<file path="config.mk">
export PLATFORM = sky130hd
export DESIGN_NAME = buf_loader
export DESIGN_NICKNAME = d
export VERILOG_FILES = /design/src/rtl/buf_pkg.sv /design/src/rtl/rr_arb2.sv /design/src/rtl/buf_loader.sv
export SDC_FILE = /design/constraint.sdc
export NUM_CORES = 1
export LEC_CHECK = 0
export ABC_AREA = 0
export CAP_MARGIN = 15
export CORE_MARGIN = 5
export CORE_UTILIZATION = 41
export DETAILED_ROUTE_END_ITERATION = 8
export PLACE_DENSITY_LB_ADDON = 0.2
export SYNTH_ARGS = -nofsm -noshare
export SYNTH_HDL_FRONTEND = slang
export SYNTH_HIERARCHICAL = 1
export SYNTH_SLANG_ARGS = --single-unit
</file>
<file path="constraint.sdc">
create_clock -name i_clk -period 2.4 [get_ports i_clk]
set_input_delay 0.48 -clock i_clk [delete_from_list [all_inputs] [get_ports i_clk]]
set_output_delay 0.48 -clock i_clk [all_outputs]
set_load 0.05 [all_outputs]
</file>
<file path="src/rtl/buf_pkg.sv">
// rtl/buf_pkg.sv - shared types and constants for the input-buffer loader
package buf_pkg;

   typedef enum logic [2:0] {
      S_IDLE = 3'd0,
      S_POLL = 3'd1,
      S_RD   = 3'd2,
      S_CAP  = 3'd3,
      S_DONE = 3'd4,
      S_ERR  = 3'd5
   } state_t;

   localparam logic [6:0] BUF_DEPTH_MAX = 7'd127;

   // Frame end marker, first and second byte; the buffer raises endf on the second
   localparam logic [7:0] END_MARK0 = 8'h00;
   localparam logic [7:0] END_MARK1 = 8'h80;

endpackage

</file>
<file path="src/rtl/rr_arb2.sv">
// rtl/rr_arb2.sv - two-way round-robin write arbiter with an external block input
module rr_arb2 (
   input  logic i_clk,
   input  logic i_clr,
   input  logic i_req_a,
   input  logic i_req_b,
   input  logic i_block,
   output logic o_gnt_a,
   output logic o_gnt_b
);

   logic r_last;
   logic w_elig_a;
   logic w_elig_b;

   assign w_elig_a = i_req_a & ~i_block;
   assign w_elig_b = i_req_b & ~i_block;

   // r_last = 1 means B was granted last, so A wins the next tie
   assign o_gnt_a = w_elig_a & (~w_elig_b | r_last);
   assign o_gnt_b = w_elig_b & (~w_elig_a | ~r_last);

   always_ff @(posedge i_clk) begin
      if (i_clr) begin
         r_last <= 1'b1;
      end else if (o_gnt_a) begin
         r_last <= 1'b0;
      end else if (o_gnt_b) begin
         r_last <= 1'b1;
      end
   end

endmodule

</file>
<file path="src/rtl/buf_loader.sv">
// rtl/buf_loader.sv - shares the buffer write port and drains frames into program RAM
module buf_loader
   import buf_pkg::*;
#(
   parameter int          ADDR_W  = 8,
   parameter logic [15:0] TIMEOUT = 16'd50000
) (
   input  logic              i_clk,
   input  logic              i_clr,
   input  logic              i_start,
   input  logic              i_req_a,
   input  logic [7:0]        i_dat_a,
   input  logic              i_req_b,
   input  logic [7:0]        i_dat_b,
   output logic              o_gnt_a,
   output logic              o_gnt_b,
   output logic              o_buf_wre,
   output logic [7:0]        o_buf_data,
   output logic              o_buf_read,
   input  logic [6:0]        i_buf_count,
   input  logic [7:0]        i_buf_out,
   input  logic              i_buf_endf,
   output logic              o_mem_we,
   output logic [ADDR_W-1:0] o_mem_addr,
   output logic [7:0]        o_mem_data,
   output logic              o_busy,
   output logic              o_done,
   output logic              o_err,
   output logic [ADDR_W-1:0] o_len
);

   state_t            r_state;
   logic [ADDR_W-1:0] r_addr;
   logic [ADDR_W-1:0] r_len;
   logic [15:0]       r_tmo;
   logic              r_done;
   logic              r_err;

   logic w_read;
   logic w_block;
   logic w_gnt_a;
   logic w_gnt_b;

   // The buffer drops a read when wre is high, so a read cycle blocks all writes
   assign w_read  = (r_state == S_RD);
   assign w_block = w_read | (i_buf_count == BUF_DEPTH_MAX);

   rr_arb2 u_arb (
      .i_clk   (i_clk),
      .i_clr   (i_clr),
      .i_req_a (i_req_a),
      .i_req_b (i_req_b),
      .i_block (w_block),
      .o_gnt_a (w_gnt_a),
      .o_gnt_b (w_gnt_b)
   );

   assign o_gnt_a    = w_gnt_a;
   assign o_gnt_b    = w_gnt_b;
   assign o_buf_wre  = w_gnt_a | w_gnt_b;
   assign o_buf_data = w_gnt_a ? i_dat_a : (w_gnt_b ? i_dat_b : 8'h00);
   assign o_buf_read = w_read;

   assign o_mem_we   = (r_state == S_CAP);
   assign o_mem_addr = r_addr;
   assign o_mem_data = i_buf_out;
   assign o_busy     = (r_state == S_POLL) | (r_state == S_RD) | (r_state == S_CAP);
   assign o_done     = r_done;
   assign o_err      = r_err;
   assign o_len      = r_len;

   always_ff @(posedge i_clk) begin
      if (i_clr) begin
         r_state <= S_IDLE;
         r_addr  <= '0;
         r_len   <= '0;
         r_tmo   <= 16'd0;
         r_done  <= 1'b0;
         r_err   <= 1'b0;
      end else begin
         case (r_state)
            S_IDLE, S_DONE, S_ERR: begin
               if (i_start) begin
                  r_addr  <= '0;
                  r_tmo   <= 16'd0;
                  r_done  <= 1'b0;
                  r_err   <= 1'b0;
                  r_state <= S_POLL;
               end
            end
            // buf_count is used rather than empt, which trails a write by a cycle
            S_POLL: begin
               if (i_buf_count != 7'd0) begin
                  r_state <= S_RD;
               end else begin
                  r_tmo <= r_tmo + 16'd1;
                  if (r_tmo == TIMEOUT - 16'd1) begin
                     r_err   <= 1'b1;
                     r_state <= S_ERR;
                  end
               end
            end
            S_RD: begin
               r_tmo   <= 16'd0;
               r_state <= S_CAP;
            end
            S_CAP: begin
               if (i_buf_endf) begin
                  r_len   <= r_addr + 1'b1;
                  r_done  <= 1'b1;
                  r_state <= S_DONE;
               end else if (r_addr == {ADDR_W{1'b1}}) begin
                  r_err   <= 1'b1;
                  r_state <= S_ERR;
               end else begin
                  r_addr  <= r_addr + 1'b1;
                  r_state <= S_POLL;
               end
            end
            default: r_state <= S_IDLE;
         endcase
      end
   end

endmodule

</file>
==> After elaboration in Yosys (flattened, before gate mapping) <==
Index checks and enable logic that the tools add are counted.
{ "word_totals": {"input_bits": 37, "ff_bits": 38} }
{ "op_classes": {"muxes": 25, "reduce_logical": 13, "n_eq_ne": 16, "n_addsub": 2, "n_bitwise": 14} }
{ "op_table": {"columns": ["op", "n"], "rows": [
  ["$pmux W16 S3", 1],
  ["$mux W8", 5],
  ["$mux W16", 2],
  ["$add A16 B1 Y16 const B", 1],
  ["$eq A16 B16 Y1 const B", 1],
  ["$pmux W8 S2", 1],
  ["$mux W3", 5],
  ["$pmux W3 S4", 1],
  ["$ne A2 B2 Y1 const B", 5],
  ["$add A8 B1 Y8 const B", 1],
  ["$eq A8 B8 Y1 const B", 1],
  ["$mux W1", 8],
  ["$eq A7 B7 Y1 const B", 1],
  ["$reduce_bool A7 Y1", 1],
  ["$eq A3 B2 Y1 const B", 2],
  ["$eq A3 B3 Y1 const B", 2],
  ["$or A1 B1 Y1", 6],
  ["$reduce_and A3 Y1", 2],
  ["$reduce_and A6 Y1", 1],
  ["$reduce_bool A3 Y1", 2],
  ["$and A1 B1 Y1", 4],
  ["$ne A2 B1 Y1 const B", 2],
  ["$not A1 Y1", 4],
  ["$reduce_and A2 Y1", 2],
  ["other kinds (8)", 9]
]} }

==> Depth between registers and ports, before layout <==
Gate-level depths: netlist of run 1.
{ "logic_depth": {"ltp_word": 9, "mapped_depth": 9, "depth_no_buf": 6} }

==> Cells and area by module <==
The synthesis of run 1 kept the hierarchy.
{ "modules_own_cells": {"columns": ["mod", "cells_each", "instances", "area_per_inst_um2", "seq_area_each_um2"], "rows": [
  ["buf_loader", 254, 1, 2185.8, 740.7],
  ["rr_arb2", 8, 1, 67.6, 20.0]
]} }

==> Least setup slack after synthesis of run 1 <==
OpenSTA, ideal clock, no wires.
{ "synth_path": {"path_type": "register -> output", "from": "reg r_state[1]", "to": "out o_buf_data[6]", "setup_slack_ps": -1273, "t_arrival_ps": 3193, "t_required_ps": 1920, "path_stages_with_launch": 9, "path_cell_list": "dfxtp_1 -> clkbuf_1 -> clkbuf_1 -> nand2b_1 -> o22ai_1 -> or2b_1 -> a21oi_1 -> nand2_1 -> o21ai_0"} }
{ "synth_via": {"elab_chain_cells": 9} }
{ "synth_rtl": {"columns": ["item", "line", "rtl"], "rows": [
  ["start: declaration", "buf_loader.sv:32", "state_t r_state;"],
  ["start signal: assignment", "buf_loader.sv:74", "r_state <= S_IDLE;"],
  ["start signal: assignment", "buf_loader.sv:88", "r_state <= S_POLL;"],
  ["start signal: assignment", "buf_loader.sv:94", "r_state <= S_RD;"],
  ["$eq A3 B2 Y1 (*)", "buf_loader.sv:45", "assign w_read = (r_state == S_RD);"],
  ["$or A1 B1 Y1 (*)", "buf_loader.sv:46", "assign w_block = w_read | (i_buf_count == BUF_DEPTH_MAX);"],
  ["via w_block", "buf_loader.sv:40", "logic w_block;"],
  ["$not A1 Y1 (*)", "rr_arb2.sv:16, rr_arb2.sv:17", null],
  ["$and A1 B1 Y1", "rr_arb2.sv:16", "assign w_elig_a = i_req_a & ~i_block;"],
  ["$not A1 Y1", "rr_arb2.sv:21", "assign o_gnt_b = w_elig_b & (~w_elig_a | ~r_last);"],
  ["$or A1 B1 Y1", "rr_arb2.sv:21", null],
  ["$and A1 B1 Y1 (*)", "rr_arb2.sv:21", null],
  ["via o_gnt_b", "buf_loader.sv:16", "output logic o_gnt_b,"],
  ["$mux W8 (*) (2 in a row)", "buf_loader.sv:61", "assign o_buf_data = w_gnt_a ? i_dat_a : (w_gnt_b ? i_dat_b : 8'h00);"],
  ["end: declaration", "buf_loader.sv:18", "output logic [7:0] o_buf_data,"]
]} }
Mark *: on every way through the listed nets, which the timed path passes. The rest lies on a longest branch.

==> Final worst setup path of run 1 <==
{ "layout_path": {"from": "in i_buf_count[2]", "to": "out o_buf_data[1]"} }
{ "layout_via": {"elab_chain_cells": 9} }
{ "layout_rtl": {"columns": ["item", "line", "rtl"], "rows": [
  ["start: declaration", "buf_loader.sv:20", "input logic [6:0] i_buf_count,"],
  ["$eq A7 B7 Y1 (*)", "buf_loader.sv:46", null],
  ["$or A1 B1 Y1 (*)", "buf_loader.sv:46", null],
  ["via w_block", "buf_loader.sv:40", null],
  ["$not A1 Y1 (*)", "rr_arb2.sv:16, rr_arb2.sv:17", null],
  ["$and A1 B1 Y1", "rr_arb2.sv:16", null],
  ["$not A1 Y1", "rr_arb2.sv:21", null],
  ["$or A1 B1 Y1", "rr_arb2.sv:21", null],
  ["$and A1 B1 Y1", "rr_arb2.sv:21", null],
  ["$mux W8", "buf_loader.sv:61", null],
  ["$mux W8 (*)", "buf_loader.sv:61", null]
]} }
Marked as above.

==> qor_table.md, run 1 <==
| Stage | Parameter | Value |
|---|---|---|
| sta | Maximum achievable frequency | 423 MHz |
| synthesis | Largest cells by area after synthesis | sky130_fd_sc_hd__dfxtp_1 (34%), sky130_fd_sc_hd__nand2_1 (4.0%), sky130_fd_sc_hd__mux2i_1 (3.6%), sky130_fd_sc_hd__a22o_1 (3.5%), sky130_fd_sc_hd__nor2_1 (3.3%) |
| worst setup path | Critical path data arrival time | 1.88 ns |
| drt | First DRT Iteration DRCs | 169 |
| finish | Number of fill cells in the layout | 461 |
| sta | Hold violation total from the final report | 0 |
| clock network | TritonCTS clock tree | yes |
| drt | Detailed Routing Iterations Pass 1 | 4 |
| sta | Final setup fails | 0 |
| global route | First-pass GRT wire length | 10700 µm |
| sta | Tcrit/Tclk final | 0.984 |
| floorplanning | Number of rows in the core area | 27 |
| drt | Number of design rule violations left after detail routing | 0 |
| synthesis | Number of synthesized register bits | 38 |
| global route | Total routing resource utilization after global routing | 0.182 |
| place | Standard cell area after detailed placement | 3200 µm² |
| worst setup path | Worst setup path class | input port to output port |
| flow run | Maximum Capacitance Violations | 0 |
| sta | TNS Setup | 0 ns |
| place | Port Buffer Count | 60 |
| worst setup path | Cell at the slowest stage of the critical path | sky130_fd_sc_hd__nor3b_4 |
| synthesis | Post-synthesis instance area | 2250 µm² |
| clock network | Clk slew on worst S/H paths | 0.07 ns |
| finish | Antenna Diode Count | 0 |
| synthesis | Adder and majority cell fraction of the synthesized area | 0.0111 |
| hold path | Worst min-delay path class | flip-flop to flip-flop |
| sta | Count of final max-slew check failures | 0 |
| floorplanning | Core region area | 5440 µm² |
| clock network | Sink count of the clock tree | 38 |
| synthesis | Number of unique standard cell types used by synthesis | 61 |
| finish | Total Nets Final | 368 |
| place | HPWL after detailed placement | 4530 µm |
| floorplanning | Initial core utilization | 0.414 |
| worst setup path | Worst Path Max Fanout | 7 |
| synthesis | Cell type with the highest aggregate area in the netlist | sky130_fd_sc_hd__dfxtp_1 |
| sta | Post-route setup slack | 0.0387 ns |
| sta | Fin crit period | 2.36 ns |
| sta | Slew of the pin with the lowest slew margin | 0.571 ns |
| synthesis | Post-synthesis mux area share | 0.0466 |
| worst setup path | Highest cell delay on the worst timing path | 0.26 ns |
| floorplanning | Height of the die | 84.1 µm |
| sta | Setup Skew | 0.00799 ns |
| worst setup path | Crit end category | output port |
| drt | Final ANT Viol Nets | 0 |
| global route | Number of global-route vias before repair | 2223 |
| status | Outcome | complete, no violations |
| worst setup path | Data required time of the worst path | 1.92 ns |
| drt | Wirelength per Cell | 15.2 µm |
| worst setup path | Number of buffer and inverter stages on the critical path | 4 |
| sta | Unrepaired setup endpoints after global routing | false |
| synthesis | Cell count after synthesis | 262 |
| clock network | Skew-Pair Late Insertion Delay | 0.30 ns |
| finish | Share of layout cells above drive strength 1 | 0.215 |
| worst setup path | Crit path top cell by count | sky130_fd_sc_hd__buf_12 |
| synthesis | Most used flip-flop cell after synthesis | sky130_fd_sc_hd__dfxtp_1 |
| finish | Area of all placed cells without fillers | 3340 µm² |
| worst setup path | Worst path top cell family by delay | buffers and inverters |
| clock network | Root Buffer Master | sky130_fd_sc_hd__clkbuf_8 |
| floorplanning | Width of the chip | 84.1 µm |
| drt | Routed wire length | 6110 µm |
| global route | Pin count of the biggest net entering global routing | 18 |
| synthesis | Main combinational cell family by area after synthesis | simple AND/OR/NAND/NOR gates |
| power and ir drop | Standby leakage power | 1.24 nW |
| synthesis | Compound-gate portion of the synthesized area | 0.237 |
| worst setup path | Ordered cell list for the critical path | clkdlybuf4s15_1 -> nand4_1 -> o22ai_4 -> buf_4 -> nor3b_4 -> nor2b_4 -> buf_12 -> a22o_4 -> buf_12 |
| worst setup path | Launching element type of the critical path | input port |
| finish | Layout-stage area growth over the synthesis result | 48.0% |
| sta | Relative slew margins | 0.618 |
| global route | Initial antenna violation count | 0 |
| place | Post-placement cell count | 392 |
| floorplanning | I/O pin total | 77 |
| synthesis | Post-synthesis xor/xnor area fraction | 0.0233 |
| clock network | Maximum buffer depth of the clock tree | 2 |
| synthesis | Share of async-settable or async-resettable flops after synthesis | 0 |
| place | Weighted congestion at the end of routability-driven global placement | 0.858 |
| synthesis | Area share of the leading cell type in the synthesized netlist | 0.338 |
| finish | Final cell utilization of the core | 0.613 |
| clock network | Number of hold-repair buffers added at the cts stage | 0 |
| drt | Via total after detailed routing | 2235 |
| floorplanning | Die ar. | 7080 µm² |
| clock network | Clock buffers created by TritonCTS | 5 |
| power and ir drop | Worst ir drop on vdd | 0.000271 V |
| synthesis | Synthesis Warnings | 6 |
| synthesis | Fraction of the yosys area taken by sequential cells | 0.338 |
| finish | Fin cells | 402 |
| synthesis | Number of enable-type register cells in the synthesized netlist | 0 |
| synthesis | Synthesized area divided by synthesized cell count | 8.60 µm² |
| power and ir drop | Pwr/cell area | 523 nW/µm² |
| place | DP Worst Slack | -0.650 ns |
| drt | Post-DR vias/cell | 5.56 |
| synthesis | Synth Net Count | 301 |
| synthesis | Simple logic cell fraction of the synthesized area | 0.273 |
| global route | Total global routing overflow | 0 |
| clock network | H-tree levels | 2 |
==> cells in the mapped netlist, types with 3 or more instances <==
master,n
sky130_fd_sc_hd__nand3_1,13
sky130_fd_sc_hd__o2bb2ai_1,3
sky130_fd_sc_hd__and4_1,3
sky130_fd_sc_hd__xnor2_1,3
sky130_fd_sc_hd__o2111ai_1,5
sky130_fd_sc_hd__a211oi_1,8
sky130_fd_sc_hd__nand2b_1,11
sky130_fd_sc_hd__a22o_1,9
sky130_fd_sc_hd__clkbuf_1,11
sky130_fd_sc_hd__nand2_1,24
sky130_fd_sc_hd__and3_1,4
sky130_fd_sc_hd__a21oi_1,13
sky130_fd_sc_hd__a311oi_1,3
sky130_fd_sc_hd__inv_1,6
sky130_fd_sc_hd__nor2_1,20
sky130_fd_sc_hd__buf_2,3
sky130_fd_sc_hd__mux2i_1,8
sky130_fd_sc_hd__a2111o_1,6
sky130_fd_sc_hd__nand4_1,9
sky130_fd_sc_hd__xor2_1,3
sky130_fd_sc_hd__dfxtp_1,38
sky130_fd_sc_hd__a21o_1,4
sky130_fd_sc_hd__buf_4,9
==> worst reg2reg max path, stage by stage, from the launching register on <==
cell and delay (ns):
sky130_fd_sc_hd__dfxtp_1 0.34, sky130_fd_sc_hd__buf_4 0.20, sky130_fd_sc_hd__nor3b_4 0.39, sky130_fd_sc_hd__nand3_4 0.14
sky130_fd_sc_hd__buf_12 0.18, sky130_fd_sc_hd__a211oi_1 0.35, sky130_fd_sc_hd__mux2i_1 0.22
==> report_power, final <==
group | leakage [nW] | internal, mW | switching (mW)
registers | 0.307 | 0.646 | 0.0131
clock network | 0.0472 | 0.231 | 0.242
logic | 0.887 | 0.283 | 0.330
==> logic make-up (layout without fill, tap and decap cells) <==
| logic type | after synthesis | count (layout) |
|---|---|---|
| buffers and inverters | 31 | 99 |
| adder cells (fa/ha/maj) | 2 | 2 |
| XOR/XNOR | 6 | 6 |
| flip-flops | 38 | 38 |
| AND/OR/NAND/NOR | 107 | 107 |
| multiplexers | 10 | 10 |
| AO/OA/AOI/OAI | 68 | 68 |
==> layer usage <==
layer  vias up  global-route usage  share of wire
li1       1110                   -              -
met1      1046               0.243           0.46
met2        71               0.281           0.46
met3         8              0.0451          0.061
met4         0              0.0687          0.014
met5         -                   0              0
==> through the flow <==
step	hold slack, ns	total power, mW
2_1_floorplan	0.439	1.07
3_3_place_gp	0.461	1.27
3_5_place_dp	0.473	1.27
4_1_cts	0.481	1.75
5_1_grt	0.517	1.83
6_report	0.475	1.74
==> registers in the layout, indices dropped and copies added, names as in the netlist <==
| name | count |
|---|---|
| o_err | 1 |
| o_len | 8 |
| o_mem_addr | 8 |
| o_done | 1 |
| u_arb/r_last | 1 |
| r_tmo | 16 |
| r_state | 3 |
==> timing repair <==
action                                 CTS  global route
gates cloned                             0             0
setup buffers                            1             1
endpoints found under the hold margin    0             0
setup endpoints to repair                9             9
pin swaps                                3             1
resized for setup                       15             5
==> final timing paths <==
kind         cells after the start               startpoint                     end  slack [ns]
max                              9           i_buf_count[2]           o_buf_data[1]        0.04
min                              2   r_tmo[15]$_SDFFE_PP0P_  r_tmo[15]$_SDFFE_PP0P_        0.47
max reg2reg                      6  r_state[1]$_SDFFE_PP0P_  r_tmo[10]$_SDFFE_PP0P_        0.53
min reg2reg                      2   r_tmo[15]$_SDFFE_PP0P_  r_tmo[15]$_SDFFE_PP0P_        0.47
==> cells in the final DEF, fill, tap and decap left out, types with 3 or more instances in the layout <==
| cell type | instances |
|---|---|
| sky130_fd_sc_hd__xnor2_1 | 3 |
| sky130_fd_sc_hd__and3_1 | 4 |
| sky130_fd_sc_hd__clkdlybuf4s15_1 | 5 |
| sky130_fd_sc_hd__nand2b_1 | 10 |
| sky130_fd_sc_hd__a21o_1 | 4 |
| sky130_fd_sc_hd__nand2_1 | 24 |
| sky130_fd_sc_hd__a22o_4 | 7 |
| sky130_fd_sc_hd__o2bb2ai_1 | 3 |
| sky130_fd_sc_hd__xor2_1 | 3 |
| sky130_fd_sc_hd__mux2i_1 | 8 |
| sky130_fd_sc_hd__clkbuf_8 | 6 |
| sky130_fd_sc_hd__a211oi_1 | 8 |
| sky130_fd_sc_hd__nand4_1 | 9 |
| sky130_fd_sc_hd__a311oi_1 | 3 |
| sky130_fd_sc_hd__dfxtp_1 | 38 |
| sky130_fd_sc_hd__nor2_1 | 20 |
| sky130_fd_sc_hd__inv_1 | 6 |
| sky130_fd_sc_hd__nand3_1 | 12 |
| sky130_fd_sc_hd__buf_12 | 13 |
| sky130_fd_sc_hd__buf_4 | 25 |
| sky130_fd_sc_hd__a2111o_1 | 6 |
| sky130_fd_sc_hd__and4_1 | 3 |
| sky130_fd_sc_hd__o2111ai_1 | 5 |
| sky130_fd_sc_hd__a21oi_1 | 12 |
| sky130_fd_sc_hd__clkdlybuf4s50_1 | 37 |
==> cell type report <==
class	count	area [µm²]	share of cell area
Tap cell	72	90.1	0.0270
Clock buffer	6	82.6	0.0248
Clock inverter	2	12.5	0.00375
Multi-Input combinational cell	193	1450	0.435
Inverter	6	22.5	0.00675
Timing Repair Buffer	85	915	0.274
Sequential cell	38	761	0.228
Power figures use the tool's default switching activity.
==> run 2: changes to the inputs <==
--- a/config.mk
+++ b/config.mk
@@ -7,7 +7,7 @@
 export LEC_CHECK = 0
 export ABC_AREA = 0
 export CAP_MARGIN = 15
-export CORE_MARGIN = 5
+export CORE_MARGIN = 10
 export CORE_UTILIZATION = 41
 export DETAILED_ROUTE_END_ITERATION = 8
 export PLACE_DENSITY_LB_ADDON = 0.2
==> run 2 against run 1 <==
Power rose by 11%; die area rose by 25%; non-clock buffer count fell by 2; critical path depth fell by 2; clock skew fell by 0.0044 ns; maximum frequency rose by 1.9%; critical path type is now flip-flop to output port; largest power group is now clock.
==> qor_table.md, run 2 (synthesized netlist as in run 1, its figures left out) <==
| Stage | Parameter | Value | Change |
|---|---|---|---|
| worst setup path | Critical register-to-register path startpoint | r_state[2]$_SDFFE_PP0P_ |  |
| drt | Detailed Routing Iterations Pass 1 | 4 | unchanged |
| power and ir drop | Power share of the combinational group | 0.312 | -0.039 |
| power and ir drop | Pwr/cell area | 582 nW/µm² | +11% |
| power and ir drop | Clock power frac | 0.349 | +0.078 |
| power and ir drop | Standby leakage power | 1.25 nW | +0.78% |
| worst setup path | Worst setup path class | flip-flop to output port |  |
| drt | Final ANT Viol Nets | 0 | unchanged |
| clock network | H-tree levels | 2 | unchanged |
| power and ir drop | Cell-internal power | 1.37 mW | +18% |
| clock network | Skew-Pair Late Insertion Delay | 0.29 ns | about the same |
| sta | Slew of the pin with the lowest slew margin | 0.533 ns | -0.0380 ns |
| floorplanning | Initial core utilization | 0.433 | +0.0186 |
| sta | Worst hold slack after final layout | 0.476 ns | +0.000817 ns |
| global route | Most congested layer reported by global routing | met2 |  |
| finish | Commonest non-fill, non-tap cells in the layout | sky130_fd_sc_hd__clkdlybuf4s50_1 (37), sky130_fd_sc_hd__dfxtp_1 (37), sky130_fd_sc_hd__nand2_1 (24) |  |
| worst setup path | Worst path top cell family by delay | simple AND/OR/NAND/NOR gates |  |
| finish | Total Nets Final | 366 | -0.54% |
| worst setup path | Number of cells on the critical path | 7 | -2 |
| sta | Unrepaired setup endpoints after global routing | false |  |
| finish | Largest Register | r_tmo |  |
| finish | Layout-stage area growth over the synthesis result | 48.1% | about the same |
| place | Weighted congestion at the end of routability-driven global placement | 0.824 | -4.0% |
| worst setup path | Register-to-register setup slack | 0.55 ns | +0.02 ns |
| floorplanning | Height of the die | 94.1 µm | +12% |
| global route | Global-route met2 utilization | 0.251 | -0.0301 |
| worst setup path | Critical path data arrival time | 1.84 ns | -0.04 ns |
| worst setup path | R2R cell count | 6 | unchanged |
| place | HPWL after detailed placement | 4810 µm | +6.2% |
| finish | Flip-flop count of the largest register, all copies and words added | 16 | unchanged |
| sta | Setup Skew | 0.00361 ns | -0.00437 ns |
| sta | Count of final max-slew check failures | 0 | unchanged |
| worst setup path | Data required time of the worst path | 1.92 ns | about the same |
| worst setup path | Crit end category | output port |  |
| worst setup path | Worst Path Max Fanout | 7 | unchanged |
| global route | Met1 routing resource usage after global routing | 0.184 | -0.0594 |
| status | Outcome | complete, no violations |  |
| hold path | Worst min-delay path class | flip-flop to flip-flop |  |
| worst setup path | Cell at the slowest stage of the critical path | sky130_fd_sc_hd__dfxtp_2 |  |
| floorplanning | Die ar. | 8860 µm² | +25% |
| sta | Fin crit period | 2.32 ns | -0.0451 ns |
| worst setup path | Highest cell delay on the worst timing path | 0.33 ns | +0.07 ns |
| flow run | Maximum Capacitance Violations | 0 | unchanged |
| worst setup path | Number of buffer and inverter stages on the critical path | 1 | -3 |
| worst setup path | Capture point of the worst path | o_buf_data[2] |  |
| finish | Fin cells | 398 | -1.0% |
| clock network | Root Buffer Master | sky130_fd_sc_hd__clkbuf_8 |  |
| worst setup path | Launching element type of the critical path | flip-flop |  |
| floorplanning | Number of rows in the core area | 26 | -3.7% |
| drt | Number of design rule violations left after detail routing | 0 | unchanged |
| place | Post-placement cell count | 388 | -1.0% |
| sta | Tcrit/Tclk final | 0.965 | -0.0188 |
| finish | Share of layout cells above drive strength 1 | 0.232 | +0.0166 |
| global route | Pin count of the biggest net entering global routing | 18 | unchanged |
| worst setup path | Ordered cell list for the critical path | nand2b_4 -> o22ai_4 -> or2b_1 -> a21oi_4 -> nor2b_4 -> a22o_4 -> buf_12 |  |
| global route | Total global routing overflow | 0 | unchanged |
| sta | Final setup fails | 0 | unchanged |
| clock network | Maximum buffer depth of the clock tree | 2 | unchanged |
| worst setup path | Setup crit start | r_state[0]$_SDFFE_PP0P_ |  |
| power and ir drop | Net switching component of the power | 577 µW | -1.3% |
| worst setup path | Reg2Reg Capture Point | r_tmo[14]$_SDFFE_PP0P_ |  |
| place | Port Buffer Count | 60 | unchanged |
| drt | Wirelength per Cell | 16.1 µm | +6.0% |
| clock network | Sink count of the clock tree | 38 | unchanged |
| global route | Initial antenna violation count | 0 | unchanged |
| power and ir drop | Proportion of power drawn by flip-flops and latches | 0.339 | -0.039 |
| sta | Maximum achievable frequency | 432 MHz | +1.9% |
| global route | Number of global-route vias before repair | 2180 | -1.9% |
| power and ir drop | Worst ir drop on vdd | 0.000445 V | +64% |
| floorplanning | I/O pin total | 77 | unchanged |
| clock network | Number of hold-repair buffers added at the cts stage | 0 | unchanged |
| clock network | TritonCTS clock tree | yes |  |
| global route | First-pass GRT wire length | 11000 µm | +2.1% |
| place | DP Worst Slack | -0.617 ns | +0.0331 ns |
| drt | Post-DR vias/cell | 5.52 | -0.67% |
| floorplanning | Width of the chip | 94.1 µm | +12% |
| sta | Relative slew margins | 0.643 | +0.0254 |
| global route | Total routing resource utilization after global routing | 0.151 | -0.0301 |
| clock network | Clk slew on worst S/H paths | 0.07 ns | about the same |
| sta | Post-route setup slack | 0.0838 ns | +0.0451 ns |
| drt | First DRT Iteration DRCs | 128 | -24% |
| drt | Via total after detailed routing | 2198 | -1.7% |
| global route | Met3 demand-to-capacity share in global routing | 0.0440 | -0.00118 |
| floorplanning | Core region area | 5200 µm² | -4.3% |
| finish | Antenna Diode Count | 0 | unchanged |
| sta | Hold violation total from the final report | 0 | unchanged |
| drt | Routed wire length | 6410 µm | +5.0% |
| clock network | Clock buffers created by TritonCTS | 5 | unchanged |
| power and ir drop | Proportion of total power due to net switching | 0.297 | -0.0383 |
## run 2: cell types whose count changed in the layout (fill, tap and decap cells not counted)
| cell | before | now |
|---|---|---|
| sky130_fd_sc_hd__dlygate4sd2_1 | 2 | 1 |
| sky130_fd_sc_hd__clkinvlp_4 | 1 | 0 |
| sky130_fd_sc_hd__buf_4 | 25 | 23 |
| sky130_fd_sc_hd__dfxtp_1 | 38 | 37 |
| sky130_fd_sc_hd__clkbuf_2 | 1 | 7 |
| sky130_fd_sc_hd__dfxtp_2 | 0 | 1 |
| sky130_fd_sc_hd__clkinv_2 | 1 | 0 |
| sky130_fd_sc_hd__bufinv_16 | 0 | 2 |
| sky130_fd_sc_hd__clkdlybuf4s15_1 | 5 | 0 |
## run 2: worst min-delay path, stage by stage (launching register included)
cell,delay [ns]
sky130_fd_sc_hd__dfxtp_1,0.33
sky130_fd_sc_hd__nand2_1,0.05
sky130_fd_sc_hd__mux2i_1,0.05
## run 2: layout make-up
type	instances	area, µm²
multi-input cells	193	1450
fillers	429	1870
well taps	70	87.6
clock buffers	6	82.6
clock inverters	2	60.1
inverters	6	22.5
repair buffers	83	871
flip-flops and latches	38	762
## run 2: layer usage
layer	wire, µm	vias to the layer above
met5	0	-
met4	55	0
met3	389	8
met2	3110	63
met1	2860	1017
li1	-	1110
## run 2: metrics by stage
step / TNS [ns] / cell area (µm²) / util / power, mW
3_3_place_gp: -4.47 / 3200 / 0.614 / 1.27
4_1_cts: 0 / 3350 / 0.644 / 1.95
5_1_grt: 0 / 3340 / 0.641 / 2.02
2_1_floorplan: -0.0835 / 2400 / - / 1.07
3_5_place_dp: -4.64 / 3200 / 0.614 / 1.27
6_report: 0 / 3340 / 0.641 / 1.94
## run 2: worst min path at each step
stage	from	endpoint	slack (ns)	depth (start not counted)
2_1_floorplan	r_tmo[15]$_SDFFE_PP0P_	r_tmo[15]$_SDFFE_PP0P_	0.44	2
3_3_place_gp	r_tmo[15]$_SDFFE_PP0P_	r_tmo[15]$_SDFFE_PP0P_	0.46	2
3_5_place_dp	r_tmo[15]$_SDFFE_PP0P_	r_tmo[15]$_SDFFE_PP0P_	0.46	2
4_1_cts	r_tmo[15]$_SDFFE_PP0P_	r_tmo[15]$_SDFFE_PP0P_	0.48	2
5_1_grt	r_tmo[13]$_SDFFE_PP0P_	r_tmo[13]$_SDFFE_PP0P_	0.52	2
6_report	r_tmo[15]$_SDFFE_PP0P_	r_tmo[15]$_SDFFE_PP0P_	0.48	2
## run 2: timing repair
item / 4_1_cts / 5_1_grt
pin swaps: 4 / 6
hold endpoints to repair: 0 / 0
setup endpoints to repair: 9 / 9
gates resized for setup: 18 / 10
buffers inserted: 0 / 2
## run 2: power groups by stage
stage          combinational, mW  sequential [mW]  clock [mW]
2_1_floorplan              0.374            0.694           0
3_3_place_gp               0.596            0.673           0
3_5_place_dp               0.600            0.673           0
4_1_cts                    0.605            0.658       0.686
5_1_grt                    0.644            0.661       0.713
6_report                   0.606            0.659       0.678
==> RTL change 1, RTL diff (settings of run 2) <==
`ADDR_W`: 8 -> 9.
--- a/src/rtl/buf_loader.sv
+++ b/src/rtl/buf_loader.sv
@@ -2,7 +2,7 @@
 module buf_loader
    import buf_pkg::*;
 #(
-   parameter int          ADDR_W  = 8,
+   parameter int          ADDR_W  = 9,
    parameter logic [15:0] TIMEOUT = 16'd50000
 ) (
    input  logic              i_clk,
Ports: changed (resized o_len and o_mem_addr); port bits go from 77 to 79. The function was not compared with the original's and may differ.
==> RTL change 1 against run 2 <==
Combinational power barely moved. Critical endpoint unchanged. Largest cell class unchanged. Synthesized cell count grew 6.9%. Wire length grew 6.6%. Design area is 4.0% higher. Sequential cell count up 2. Power down 8.6%. Worst setup slack lost 80 ps. Register-to-register slack got worse by 410 ps. Synthesized area is 2.8% higher.
==> RTL change 1: results (changes against run 2) <==
| Step | Result | This run | vs run 2 |
| --- | --- | --- | --- |
| run status | Result of the run | finished clean | unchanged |
| place | Buffers added on ports | 62 | was 60 |
| floorplanning | Row cnt | 27 | was 26 |
| setup path | Launching point of the worst reg2reg path | o_mem_addr[1] | was r_state[2] |
| synthesis | Nets in the synthesized netlist | 320 | was 301 |
| setup path | R2r worst-path depth | 9 | was 6 |
| setup path | Worst-path fanout max | 3 | was 7 |
| synthesis | Register area share after synthesis | 0.346 | was 0.338 |
| setup path | Endpoint of the worst register-to-register path | o_mem_addr[3] | was r_tmo[14] |
| power and ir drop | Pleak | 1.23 nW | was 1.25 nW |
| sta | Clk_skew | 8.92 ps | was 3.61 ps |
| synthesis | Post-synthesis cell count | 280 | was 262 |
| global route | Global-route wire length before repair | 11.1 mm | was 11.0 mm |
| setup path | Delay of the slowest cell on the worst path | 360 ps | was 330 ps |
| synthesis | Number of distinct library cells after synthesis | 53 | was 61 |
| setup path | Gate family responsible for the most delay along the worst path | buffers and inverters | was simple AND/OR/NAND/NOR gates |
| setup path | Register-to-register path setup slack | 140 ps | was 550 ps |
| final layout | Buffers excl. clock | 90 | was 83 |
| place | Routability-driven placement congestion ratio | 0.831 | was 0.824 |
| synthesis | Cells taking the most area after synthesis | dfxtp_1 35%, a21oi_1 4.5%, mux2i_1 3.9%, nor2_1 3.4%, a211oi_1 3.2% | was dfxtp_1 34%, nand2_1 4.0%, mux2i_1 3.6%, a22o_1 3.5%, nor2_1 3.3% |
| place | # placed instances | 407 | was 388 |
| final layout | Number of nets in the layout | 390 | was 366 |
| global route | Global-route usage over all layers | 0.150 | was 0.151 |
| power and ir drop | Largest vdd supply drop | 0.242 mV | was 0.445 mV |
| final layout | Number of multi-input combinational cells in the layout | 207 | was 193 |
| sta | Worst slew margin | 0.661 | was 0.643 |
| synthesis | List of most frequent post-synthesis cells | 40 x dfxtp_1, 21 x a21oi_1, 21 x nor2_1, 20 x nand2_1, 13 x nor3_1 | was 38 x dfxtp_1, 24 x nand2_1, 20 x nor2_1, 13 x a21oi_1, 13 x nand3_1 |
| drt | Number of DRC markers after the initial detailed-route iteration | 127 | was 128 |
| place | DP Worst Slack | -291 ps | was -617 ps |
| global route | Via count of the first global-routing pass | 2192 | was 2180 |
| setup path | WP data arrival | 1920 ps | was 1840 ps |
| drt | Average detailed-routed wire length per instance | 16.2 µm | was 16.1 µm |
| place | Detailed placer's ending HPWL | 5.13 mm | was 4.81 mm |
| drt | Number of vias per cell after detailed routing | 5.48 | was 5.52 |
-- RTL change 1: changes by cell type in the layout (fill, tap and decap cells not counted), moves of 6 or more --
cell             run 2  this run
nor3_1               1        12
a21oi_1             12        20
buf_12              13         5
nand3_1             12         4
buf_8                0         7
clkbuf_2             7         0
o21ai_0              1         8
a2111o_1             6         0
o31ai_1              1         7
or4_1                0         6
-- RTL change 1: power groups by stage --
stage	registers [mW]	logic, mW	clock network [mW]
2_1_floorplan	0.714	0.384	0
3_3_place_gp	0.707	0.540	0
3_5_place_dp	0.708	0.550	0
4_1_cts	0.686	0.590	0.497
5_1_grt	0.689	0.647	0.518
6_report	0.687	0.608	0.480
-- RTL change 1: what timing repair did --
item / 4_1_cts / 5_1_grt
setup buffers: 5 / 3
hold buffers: 0 / 0
endpoints found under the hold margin: 0 / 0
pin swaps: 5 / 6
resized for setup: 24 / 11
setup endpoints to repair: 9 / 10
-- RTL change 1: worst max path at each step --
stage | slack, ps | depth (start not counted) | startpoint | endpoint
after floorplan | -180 | 9 | r_state[1] | o_buf_data[0]
after global placement | -240 | 8 | i_buf_count[4] | o_buf_data[5]
after detailed placement | -290 | 8 | i_buf_count[4] | o_buf_data[4]
after CTS | 5 | 9 | i_buf_count[4] | o_buf_data[2]
after global routing | -90 | 9 | r_state[1] | o_buf_data[2]
final | 3 | 9 | r_state[1] | o_buf_data[2]
-- RTL change 1: cell families after synthesis --
| logic type | synth area share |
|---|---|
| compound gates | 0.192 |
| xor+xnor | 0.0265 |
| fa+ha+maj | 0.0162 |
| buf+inv | 0.0734 |
| flops | 0.346 |
| mux | 0.0389 |
| simple gates | 0.307 |
-- RTL change 1: metal layers --
metal,global-route usage,part of all wire
met4,0.0424,0.013
met2,0.232,0.45
met5,0,0
met3,0.0448,0.079
met1,0.196,0.46
==> RTL change 2, RTL diff (flow settings as in run 2) <==
Without the edit above. Re-encode `state_t` (6 states) as Gray code, 3 bits wide.
--- a/src/rtl/buf_pkg.sv
+++ b/src/rtl/buf_pkg.sv
@@ -2,12 +2,12 @@
 package buf_pkg;
 
    typedef enum logic [2:0] {
-      S_IDLE = 3'd0,
-      S_POLL = 3'd1,
-      S_RD   = 3'd2,
-      S_CAP  = 3'd3,
-      S_DONE = 3'd4,
-      S_ERR  = 3'd5
+      S_IDLE = 3'b000,
+      S_POLL = 3'b001,
+      S_RD   = 3'b011,
+      S_CAP  = 3'b010,
+      S_DONE = 3'b110,
+      S_ERR  = 3'b111
    } state_t;
 
    localparam logic [6:0] BUF_DEPTH_MAX = 7'd127;
Check against the original RTL: same outputs for any inputs over 10 cycles, from zero or initial values; not proved beyond that.
==> RTL change 2 against run 2 <==
Worst setup slack got worse by 81 ps. Global-route usage rose by 0.39 points. Sequential cell count did not move. Synthesized area fell by 2.7%. Maximum frequency fell by 3.4%. Wire length rose by 5.0%. Count of clock-buffer cells in the layout fell by 1. Hold slack got worse by 7.6 ps. Sequential power fell by 0.6%. Design area rose by 0.11%. Power fell by 11%. Critical path depth fell by 1.
==> RTL change 2: results (changes against run 2) <==
| Step | Result | This run | vs run 2 |
| --- | --- | --- | --- |
| drt | Average detailed-routed wire length per instance | 16.0 µm | was 16.1 µm |
| final layout | Number of nets in the layout | 389 | was 366 |
| global route | Largest net degree at the start of global routing | 22 | was 18 |
| setup path | Delay of the slowest cell on the worst path | 550 ps | was 330 ps |
| final layout | Ratio of cells with drive above 1 in the final layout | 0.231 | was 0.232 |
| synthesis | Register area share after synthesis | 0.347 | was 0.338 |
| sta | Worst slew margin | 0.600 | was 0.643 |
| place | DP Worst Slack | -578 ps | was -617 ps |
| synthesis | Number of distinct library cells after synthesis | 56 | was 61 |
| setup path | Cell at the slowest stage of the critical path | clkdlybuf4s50_1 | was dfxtp_2 |
| setup path | Gate family responsible for the most delay along the worst path | buffers and inverters | was simple AND/OR/NAND/NOR gates |
| setup path | Launching point of the worst reg2reg path | o_mem_addr[0] | was r_state[2] |
| synthesis | Nets in the synthesized netlist | 311 | was 301 |
| global route | Initial antenna violation count | 0 | unchanged |
| synthesis | Cells taking the most area after synthesis | dfxtp_1 35%, a21oi_1 4.6%, nand2_1 4.3%, nor2_1 4.3%, o21ai_0 3.7% | was dfxtp_1 34%, nand2_1 4.0%, mux2i_1 3.6%, a22o_1 3.5%, nor2_1 3.3% |
| place | # placed instances | 410 | was 388 |
| setup path | WP data arrival | 1920 ps | was 1840 ps |
| synthesis | Yosys warnings | 6 | unchanged |
| clocking | Root buffer cell | clkbuf_8 | unchanged |
| run status | Result of the run | finished clean | unchanged |
| setup path | Register-to-register path setup slack | 400 ps | was 550 ps |
| setup path | Endpoint of the worst register-to-register path | o_mem_addr[7] | was r_tmo[14] |
| sta | Clk_skew | 11.8 ps | was 3.61 ps |
| setup path | R2r worst-path depth | 6 | unchanged |
| place | Routability-driven placement congestion ratio | 0.858 | was 0.824 |
| sta | Final critical-path setup slack | 2.42 ps | was 83.8 ps |
| power and ir drop | Largest vdd supply drop | 0.298 mV | was 0.445 mV |
| final layout | Number of filler cells placed in the layout | 469 | was 429 |
| drt | Count of vias placed by the detailed router | 2310 | was 2198 |
| worst hold path | End point of the worst hold path | o_len[6] | was r_tmo[15] |
| worst hold path | Hold Crit Start | o_len[6] | was r_tmo[15] |
| place | Detailed placer's ending HPWL | 5.35 mm | was 4.81 mm |
| power and ir drop | Pleak | 1.30 nW | was 1.25 nW |
| global route | Global-route usage over all layers | 0.155 | was 0.151 |
| final layout | Number of cells in the finished layout apart from fillers | 421 | was 398 |
| synthesis | List of most frequent post-synthesis cells | 38 x dfxtp_1, 25 x nand2_1, 25 x nor2_1, 20 x a21oi_1, 16 x o21ai_0 | was 38 x dfxtp_1, 24 x nand2_1, 20 x nor2_1, 13 x a21oi_1, 13 x nand3_1 |
| place | Total cell area at the placement stage | 3180 µm² | was 3200 µm² |
RTL change 2: worst min-delay path: cells and delay by family (launching register included):
kind | cells | cell delay [ps]
AND/OR/NAND/NOR | 1 | 50
flip-flops | 1 | 320
AO/OA/AOI/OAI | 1 | 60
RTL change 2: logic make-up after synthesis:
| logic type | count (synthesis) | synth area share |
|---|---|---|
| adders and majority gates | 2 | 0.0114 |
| buffers and inverters | 28 | 0.0684 |
| AOI/OAI and AO/OA | 76 | 0.231 |
| muxes | 3 | 0.0137 |
| xor gates and xnor gates | 6 | 0.0240 |
| and+or+nand+nor | 119 | 0.305 |
| DFF | 38 | 0.347 |
RTL change 2: through the flow:
step,total power [mW],hold slack (ps)
after floorplan,0.982,447
after global placement,1.18,446
after detailed placement,1.18,457
after CTS,1.74,469
after global routing,1.80,492
final,1.73,468
RTL change 2: routing by layer:
metal	share of wire	vias to the layer above	routed length (µm)	GRT usage
met5	0	-	0	0
met1	0.42	1095	2840	0.179
met4	0.0080	0	54	0.0360
met2	0.53	51	3550	0.279
li1	-	1159	-	-
met3	0.043	5	292	0.0408
RTL change 2: where the power goes:
part | leakage, nW | internal, mW | total [mW] | switching (mW)
logic | 0.937 | 0.245 | 0.523 | 0.278
clock network | 0.0504 | 0.309 | 0.554 | 0.244
registers | 0.308 | 0.644 | 0.655 | 0.0107
total | 1.30 | 1.20 | 1.73 | 0.533
RTL change 2: how the worst max path moves through the flow:
stage,from,to,depth (start not counted)
final,i_req_a,o_buf_data[1],6
after global routing,i_buf_count[2],o_buf_data[1],9
after CTS,r_state[1],o_buf_data[1],8
after detailed placement,i_buf_count[4],o_buf_data[1],8
after global placement,i_buf_count[5],o_buf_data[0],8
after floorplan,r_state[1],o_buf_data[0],9
RTL change 2: timing repair:
item / 4_1_cts / 5_1_grt
endpoints found under the setup margin: 9 / 8
setup buffers: 0 / 3
pin swaps: 5 / 0
gates resized for setup: 14 / 1
RTL change 2: area by class of cell:
class / instances / area (µm²) / area share
multi-input cells: 206 / 1400 / 0.419
repair buffers: 93 / 957 / 0.286
flip-flops and latches: 38 / 762 / 0.228
well taps: 70 / 87.6 / 0.0262
clock buffers: 5 / 68.8 / 0.0206
clock inverters: 3 / 45.0 / 0.0135
inverters: 6 / 22.5 / 0.00674
